--- config.mk ---
export PLATFORM = sky130hd
export DESIGN_NAME = axis_frame_driver
export DESIGN_NICKNAME = d
export VERILOG_FILES = /design/src/rtl/axis_frame_driver.sv
export SDC_FILE = /design/constraint.sdc
export NUM_CORES = 1
export LEC_CHECK = 0
export ABC_CLOCK_PERIOD_IN_PS = 4000
export CAP_MARGIN = 20
export CORE_MARGIN = 5
export CORE_UTILIZATION = 53
export DETAILED_ROUTE_END_ITERATION = 16
export PLACE_DENSITY_LB_ADDON = 0.15
export SLEW_MARGIN = 20
export SYNTH_ARGS = -nofsm -noshare
export SYNTH_HDL_FRONTEND = slang
export SYNTH_SLANG_ARGS = --single-unit
--- constraint.sdc ---
create_clock -name clk -period 4 [get_ports clk]
set_input_delay 0.8 -clock clk [delete_from_list [all_inputs] [get_ports clk]]
set_output_delay 0.8 -clock clk [all_outputs]
set_load 0.02 [all_outputs]
--- src/rtl/axis_frame_driver.sv ---
// Sends one TX_DATA_NUM-word frame from a host-loaded buffer, then stores one RX_DATA_NUM-word result frame.
// start->m_valid 1 cycle, last s handshake->done 1 cycle; m_ready/s_valid stalls hold state and counters.
module axis_frame_driver #(
  parameter int DATA_WIDTH  = 32,
  parameter int TX_DATA_NUM = 8,
  parameter int RX_DATA_NUM = 4,
  localparam int TXA = (TX_DATA_NUM > 1) ? $clog2(TX_DATA_NUM) : 1,
  localparam int RXA = (RX_DATA_NUM > 1) ? $clog2(RX_DATA_NUM) : 1
) (
  input  logic                  clk,
  input  logic                  rst_n,
  input  logic                  start,
  output logic                  busy,
  output logic                  done,
  output logic                  last_err,
  input  logic                  txbuf_wr,
  input  logic [TXA-1:0]        txbuf_adr,
  input  logic [DATA_WIDTH-1:0] txbuf_data,
  input  logic [RXA-1:0]        rxbuf_adr,
  output logic [DATA_WIDTH-1:0] rxbuf_data,
  output logic [DATA_WIDTH-1:0] m_data,
  output logic                  m_valid,
  output logic                  m_last,
  input  logic                  m_ready,
  input  logic [DATA_WIDTH-1:0] s_data,
  input  logic                  s_valid,
  input  logic                  s_last,
  output logic                  s_ready
);

  typedef enum logic [1:0] {IDLE, SEND, RECV, DONE} state_t;

  state_t          state_q, state_d;
  logic [TXA-1:0]  txcnt_q, txcnt_d;
  logic [RXA-1:0]  rxcnt_q, rxcnt_d;
  logic            last_err_q, last_err_d;
  logic            tx_we, rx_we;
  logic            tx_last, rx_last;
  logic            txadr_ok, rxadr_ok;

  logic [DATA_WIDTH-1:0] tx_mem [TX_DATA_NUM];
  logic [DATA_WIDTH-1:0] rx_mem [RX_DATA_NUM];

  assign tx_last  = (txcnt_q == TXA'(TX_DATA_NUM - 1));
  assign rx_last  = (rxcnt_q == RXA'(RX_DATA_NUM - 1));
  // Widened compare so a power-of-two depth does not truncate to zero.
  assign txadr_ok = ({1'b0, txbuf_adr} < (TXA + 1)'(TX_DATA_NUM));
  assign rxadr_ok = ({1'b0, rxbuf_adr} < (RXA + 1)'(RX_DATA_NUM));
  assign last_err = last_err_q;

  always_comb begin
    state_d    = state_q;
    txcnt_d    = txcnt_q;
    rxcnt_d    = rxcnt_q;
    last_err_d = last_err_q;
    busy       = 1'b1;
    done       = 1'b0;
    m_valid    = 1'b0;
    m_last     = 1'b0;
    s_ready    = 1'b0;
    tx_we      = 1'b0;
    rx_we      = 1'b0;
    m_data     = tx_mem[txcnt_q];
    case (state_q)
      IDLE: begin
        busy    = 1'b0;
        txcnt_d = '0;
        rxcnt_d = '0;
        tx_we   = txbuf_wr & txadr_ok;
        if (start) begin
          state_d    = SEND;
          last_err_d = 1'b0;
        end
      end
      SEND: begin
        m_valid = 1'b1;
        m_last  = tx_last;
        if (m_ready) begin
          if (tx_last) begin
            txcnt_d = '0;
            state_d = RECV;
          end else begin
            txcnt_d = txcnt_q + TXA'(1);
          end
        end
      end
      RECV: begin
        s_ready = 1'b1;
        if (s_valid) begin
          rx_we = 1'b1;
          if (s_last != rx_last) last_err_d = 1'b1;
          if (rx_last) begin
            rxcnt_d = '0;
            state_d = DONE;
          end else begin
            rxcnt_d = rxcnt_q + RXA'(1);
          end
        end
      end
      DONE: begin
        done    = 1'b1;
        state_d = IDLE;
      end
      default: state_d = IDLE;
    endcase
  end

  always_ff @(posedge clk or negedge rst_n) begin
    if (!rst_n) begin
      state_q    <= IDLE;
      txcnt_q    <= '0;
      rxcnt_q    <= '0;
      last_err_q <= 1'b0;
    end else begin
      state_q    <= state_d;
      txcnt_q    <= txcnt_d;
      rxcnt_q    <= rxcnt_d;
      last_err_q <= last_err_d;
    end
  end

  // Buffers keep their contents across reset.
  always_ff @(posedge clk) begin
    if (tx_we) tx_mem[txbuf_adr] <= txbuf_data;
    if (rx_we) rx_mem[rxcnt_q]   <= s_data;
  end

  assign rxbuf_data = rxadr_ok ? rx_mem[rxbuf_adr] : '0;

endmodule

After elaboration in Yosys (flattened, before gate mapping)
Memory sizes are Yosys's and may differ from the RTL's.
Cells that the tools add are included.
{"block": "totals", "memories": 2, "mem_bits_rw": 384, "register_bits": 8}
{"name": "tx_mem", "depth": 8, "word_bits": 32, "read_ports": 1, "rd_clocked_by_memory_dff": 0, "write_ports": 1, "line": "41", "source": "logic [DATA_WIDTH-1:0] tx_mem [TX_DATA_NUM];"}
{"name": "rx_mem", "depth": 4, "word_bits": 32, "read_ports": 1, "rd_clocked_by_memory_dff": 0, "write_ports": 1, "line": "42", "source": "logic [DATA_WIDTH-1:0] rx_mem [RX_DATA_NUM];"}
{"block": "classes", "eq_ne": 12, "add_sub_neg": 2, "reduce_logical": 7, "n_mux": 28}
{"cell": "$mux 1", "count": 15}
{"cell": "$mux 2", "count": 7}
{"cell": "$ne 2x2->1 const B", "count": 6}
{"cell": "$pmux 2 s4", "count": 1}
{"cell": "$eq 2x2->1 const B", "count": 3}
{"cell": "$mux 3", "count": 2}
{"cell": "$pmux 3 s2", "count": 1}
{"cell": "$reduce_and 5->1", "count": 1}
{"cell": "$pmux 2 s2", "count": 1}
{"cell": "$reduce_and 2->1", "count": 2}
{"cell": "$reduce_and 4->1", "count": 1}
{"cell": "$reduce_bool 2->1", "count": 2}
{"cell": "$add 3x1->3 const B", "count": 1}
{"cell": "$eq 3x3->1 const B", "count": 1}
{"cell": "$add 2x1->2 const B", "count": 1}
{"cell": "$eq 2x1->1 const B", "count": 1}
{"cell": "$logic_not 2->1", "count": 1}
{"cell": "$pmux 1 s2", "count": 1}
{"cell": "$ne 1x1->1", "count": 1}

Logic depth before layout (Yosys ltp)
{"block": "depth", "ltp_word": 5, "depth_mapped": 6}

Worst setup path after synthesis
OpenSTA, ideal clock, no wires.
{"block": "synth_path", "path_kind": "input to register", "startpoint": "in txbuf_adr[2]", "endpoint": "mem tx_mem[2][0] (enable)", "cell_stages": 2, "setup_slack_ns": 0.306, "t_arrival_ns": 3.232, "setup_ns": 0.461, "cell_sequence": "nand2b_1 -> nor3_1"}
{"element": "from (decl)", "line": "17", "source": "input logic [TXA-1:0] txbuf_adr,"}
{"element": "to (decl)", "line": "41"}
Straight into the memory's write port.

Final worst setup path
{"block": "layout_path", "startpoint": "reg txcnt_q[0]", "endpoint": "out m_data[6]"}
{"block": "layout_between", "elab_chain_len": 1}
{"element": "from (decl)", "line": "34", "source": "logic [TXA-1:0] txcnt_q, txcnt_d;"}
{"element": "from (signal assigned)", "line": "116", "source": "txcnt_q <= txcnt_d;"}
{"element": "$mem_v2 8x32"}
{"element": "to (decl)", "line": "21", "source": "output logic [DATA_WIDTH-1:0] m_data,"}
Every way passes these cells.

==> flow_summary.yaml <==
detailed_routing:
  via_per_inst: 5.64
  wl_um: 27700
  wl_met1_um: 10900
  ant_nets: 0
  drcViolationCount: 0
  drt_iter0_drc: 455
  route.met3.wl_um: 1750
  wl_met2_um: 14600
  routedWlPerCell_um: 23.2
  dr.pass1.iters: 4
  vias: 6727
  top_layer: "met4"
yosys:
  syn_nets: 689
  yosys.area.top_type: "edfxtp_1"
  synth_area_um2: 14900
  synth_top_area_frac: 0.772
  ys_types: 29
  async_flop_share: 0.0204
  synth-edff-count: 384
  yosysWarnings: 0
  yosysSeqAreaShare: 0.785
  netlist_instances: 602
  synthTopCellsByArea: "edfxtp_1, mux4_2, mux4_1"
  ys_seq_elements: 392
  synth_area_per_cell_um2: 24.8
  synth_top_flop_cell: "edfxtp_1"
status:
  status: "completed"
pwr:
  peakVddDrop_mv: 0.491
  pwr_density_cell_nw_per_um2: 619
  p_leak_nw: 5.90
setup_path:
  start_kind: "flip-flop"
  crit_path_end_kind: "output port"
  rr_startpoint: "state_q[0]$_DFFE_PN0P_"
  reg2reg_to: "tx_mem[0][19]$_DFFE_PP_"
  cp_data_arrival_time_ns: 2.96
  critPathMaxFanout: 28
  worstSetupPathType: "flip-flop to output port"
  required_ns: 3.20
  reg2regPathDepth: 5
  reg2reg_slack_ns: 1.85
timing:
  tightest_slew_ns: 0.602
  max_freq_ghz: 0.266
  fin_skew_ns: 0.0133
  finalCritPeriodShare: 0.940
  final_hold_viol_count: 0
  hold-worst-slack_ns: 0.511
  finalCriticalPeriod_ns: 3.76
  setup_viol: 0
  rsz0062_at_grt: "no"
  slew_headroom: 0.599
  slew_violations: 0
  finalSetupTns_ns: 0
place:
  dp_hpwl_um: 16000
  portBuffers: 145
  place_congestion: 0.712
cts:
  cts_inserted_buffers: 40
  post_cts_buffers: 0
  cts_tree: "done"
  holdBufCountCts: 0
  clkSlewWorstSetupHoldPaths_ns: 0.06
  numClockSinks: 392
  clockBufferDepth: 3
  ctsResizeCount: 0
  worstSkewPairLatency_ns: 0.53
  htreeDepth: 2
  clockRootBuffer: "clkbuf_16"
flow_run:
  cap_violations: 0
grt:
  antenna_found_initial: 1
  grt_overflow: 0
  grt_pass1_vias: 7242
  grt_pass1_wl_um: 42100
  grt_max_degree: 67
  track_usage: 0.178
final_layout:
  final_common_cell: "edfxtp_1"
  drive_gt1_frac: 0.253
  nFillCells: 1803
  layout_common_cells: "edfxtp_1, clkdlybuf4s50_1, mux4_2"
  nets: 871
  syn2layout_area_growth_pct: 22.9
worst_hold_path:
  holdPathStages: 1
  hold_end: "last_err$_DFFE_PN0P_"
  holdCritPathClass: "flip-flop to flip-flop"
  holdCritStartpoint: "last_err$_DFFE_PN0P_"
die:
  io_pins: 146
  start_util: 0.538
  die_area_um2: 31700
  coreArea_um2: 27800
  die_y_um: 178
  dieWidth_um: 178
  fp-row-count: 61
-- sequential cells by signal, summed over array words and instances, names as in the netlist --
register,count
txcnt_q,3
tx_mem,256
rx_mem,128
state_q,2
rxcnt_q,2
last_err,1
-- power by group --
group	switching (mW)	total [mW]	internal (mW)	leakage, nW
Clock	1.47	3.89	2.43	0.689
Combinational	1.23	2.59	1.36	1.65
Sequential	0.127	4.88	4.75	3.56
-- logic make-up (layout without fill, tap and decap cells) --
| group | Yosys count | after routing | share of synthesized area |
|---|---|---|---|
| adder cells (fa/ha/maj) | 11 | 11 | 0.00921 |
| buffers and inverters | 31 | 243 | 0.0139 |
| AND/OR/NAND/NOR | 27 | 27 | 0.00896 |
| other | 0 | 1 | 0 |
| multiplexers | 132 | 132 | 0.178 |
| XOR/XNOR | 1 | 1 | 0.000586 |
| flip-flops | 392 | 392 | 0.785 |
| AO/OA/AOI/OAI | 8 | 8 | 0.00452 |
-- per-layer routing --
layer / vias to the layer above / track usage
li1: 2963 / -
met1: 3490 / 0.227
met2: 228 / 0.311
met3: 46 / 0.0330
met4: 0 / 0.0567
met5: - / 0
-- Yosys cell counts, drive strengths merged (2+ instances only) --
master  instances
nor3            2
mux2           36
inv             6
nand2           5
edfxtp        384
clkbuf          9
buf            16
nor2            9
a32o            3
dfrtp           8
nand2b          2
mux4           96
ha             11
and3            4
-- how the worst max path moves through the flow --
| stage | from | endpoint | slack, ns | cells after the start |
|---|---|---|---|---|
| 2_1_floorplan | txbuf_adr[2] | tx_mem[2][0]$_DFFE_PP_ | 0.31 | 2 |
| 6_report | txcnt_q[0]$_DFFE_PN0P_ | m_data[6] | 0.24 | 4 |
| 3_5_place_dp | rxbuf_adr[1] | rxbuf_data[12] | 0.56 | 4 |
| 3_3_place_gp | rxbuf_adr[1] | rxbuf_data[12] | 0.56 | 4 |
| 5_1_grt | txcnt_q[0]$_DFFE_PN0P_ | m_data[13] | 0.11 | 4 |
| 4_1_cts | txcnt_q[0]$_DFFE_PN0P_ | m_data[6] | 0.16 | 4 |
-- per-stage QoR --
| step | utilization | std cells | worst slack (ns) | instance area [um^2] | total power [mW] |
|---|---|---|---|---|---|
| finish | 0.661 | 1193 | 0.240 | 18400 | 11.4 |
| global placement | 0.610 | 1120 | 0.563 | 17000 | 7.54 |
| global route | 0.661 | 1193 | 0.111 | 18400 | 11.8 |
| detailed placement | 0.610 | 1120 | 0.558 | 17000 | 7.61 |
| floorplan | - | 602 | 0.306 | 14900 | 6.63 |
| CTS | 0.661 | 1192 | 0.163 | 18400 | 11.5 |
-- worst max-delay path, stage by stage (launching register included) --
cell and delay (ns):
dfrtp_4 0.69, buf_12 0.29, mux4_1 0.58, mux2_2 0.30
clkdlybuf4s50_1 0.55
-- layout make-up --
cell class,count,area [um^2],area share
Clock buffer,44,1060,0.0576
Sequential cell,392,11700,0.639
Multi-Input combinational cell,179,3060,0.167
Timing Repair Buffer,165,1660,0.0903
Inverter,6,22.5,0.00123
Clock inverter,28,352,0.0191
Antenna cell,1,2.50,0.000136
Tap cell,378,473,0.0258
(Power assumes the default switching activity.)
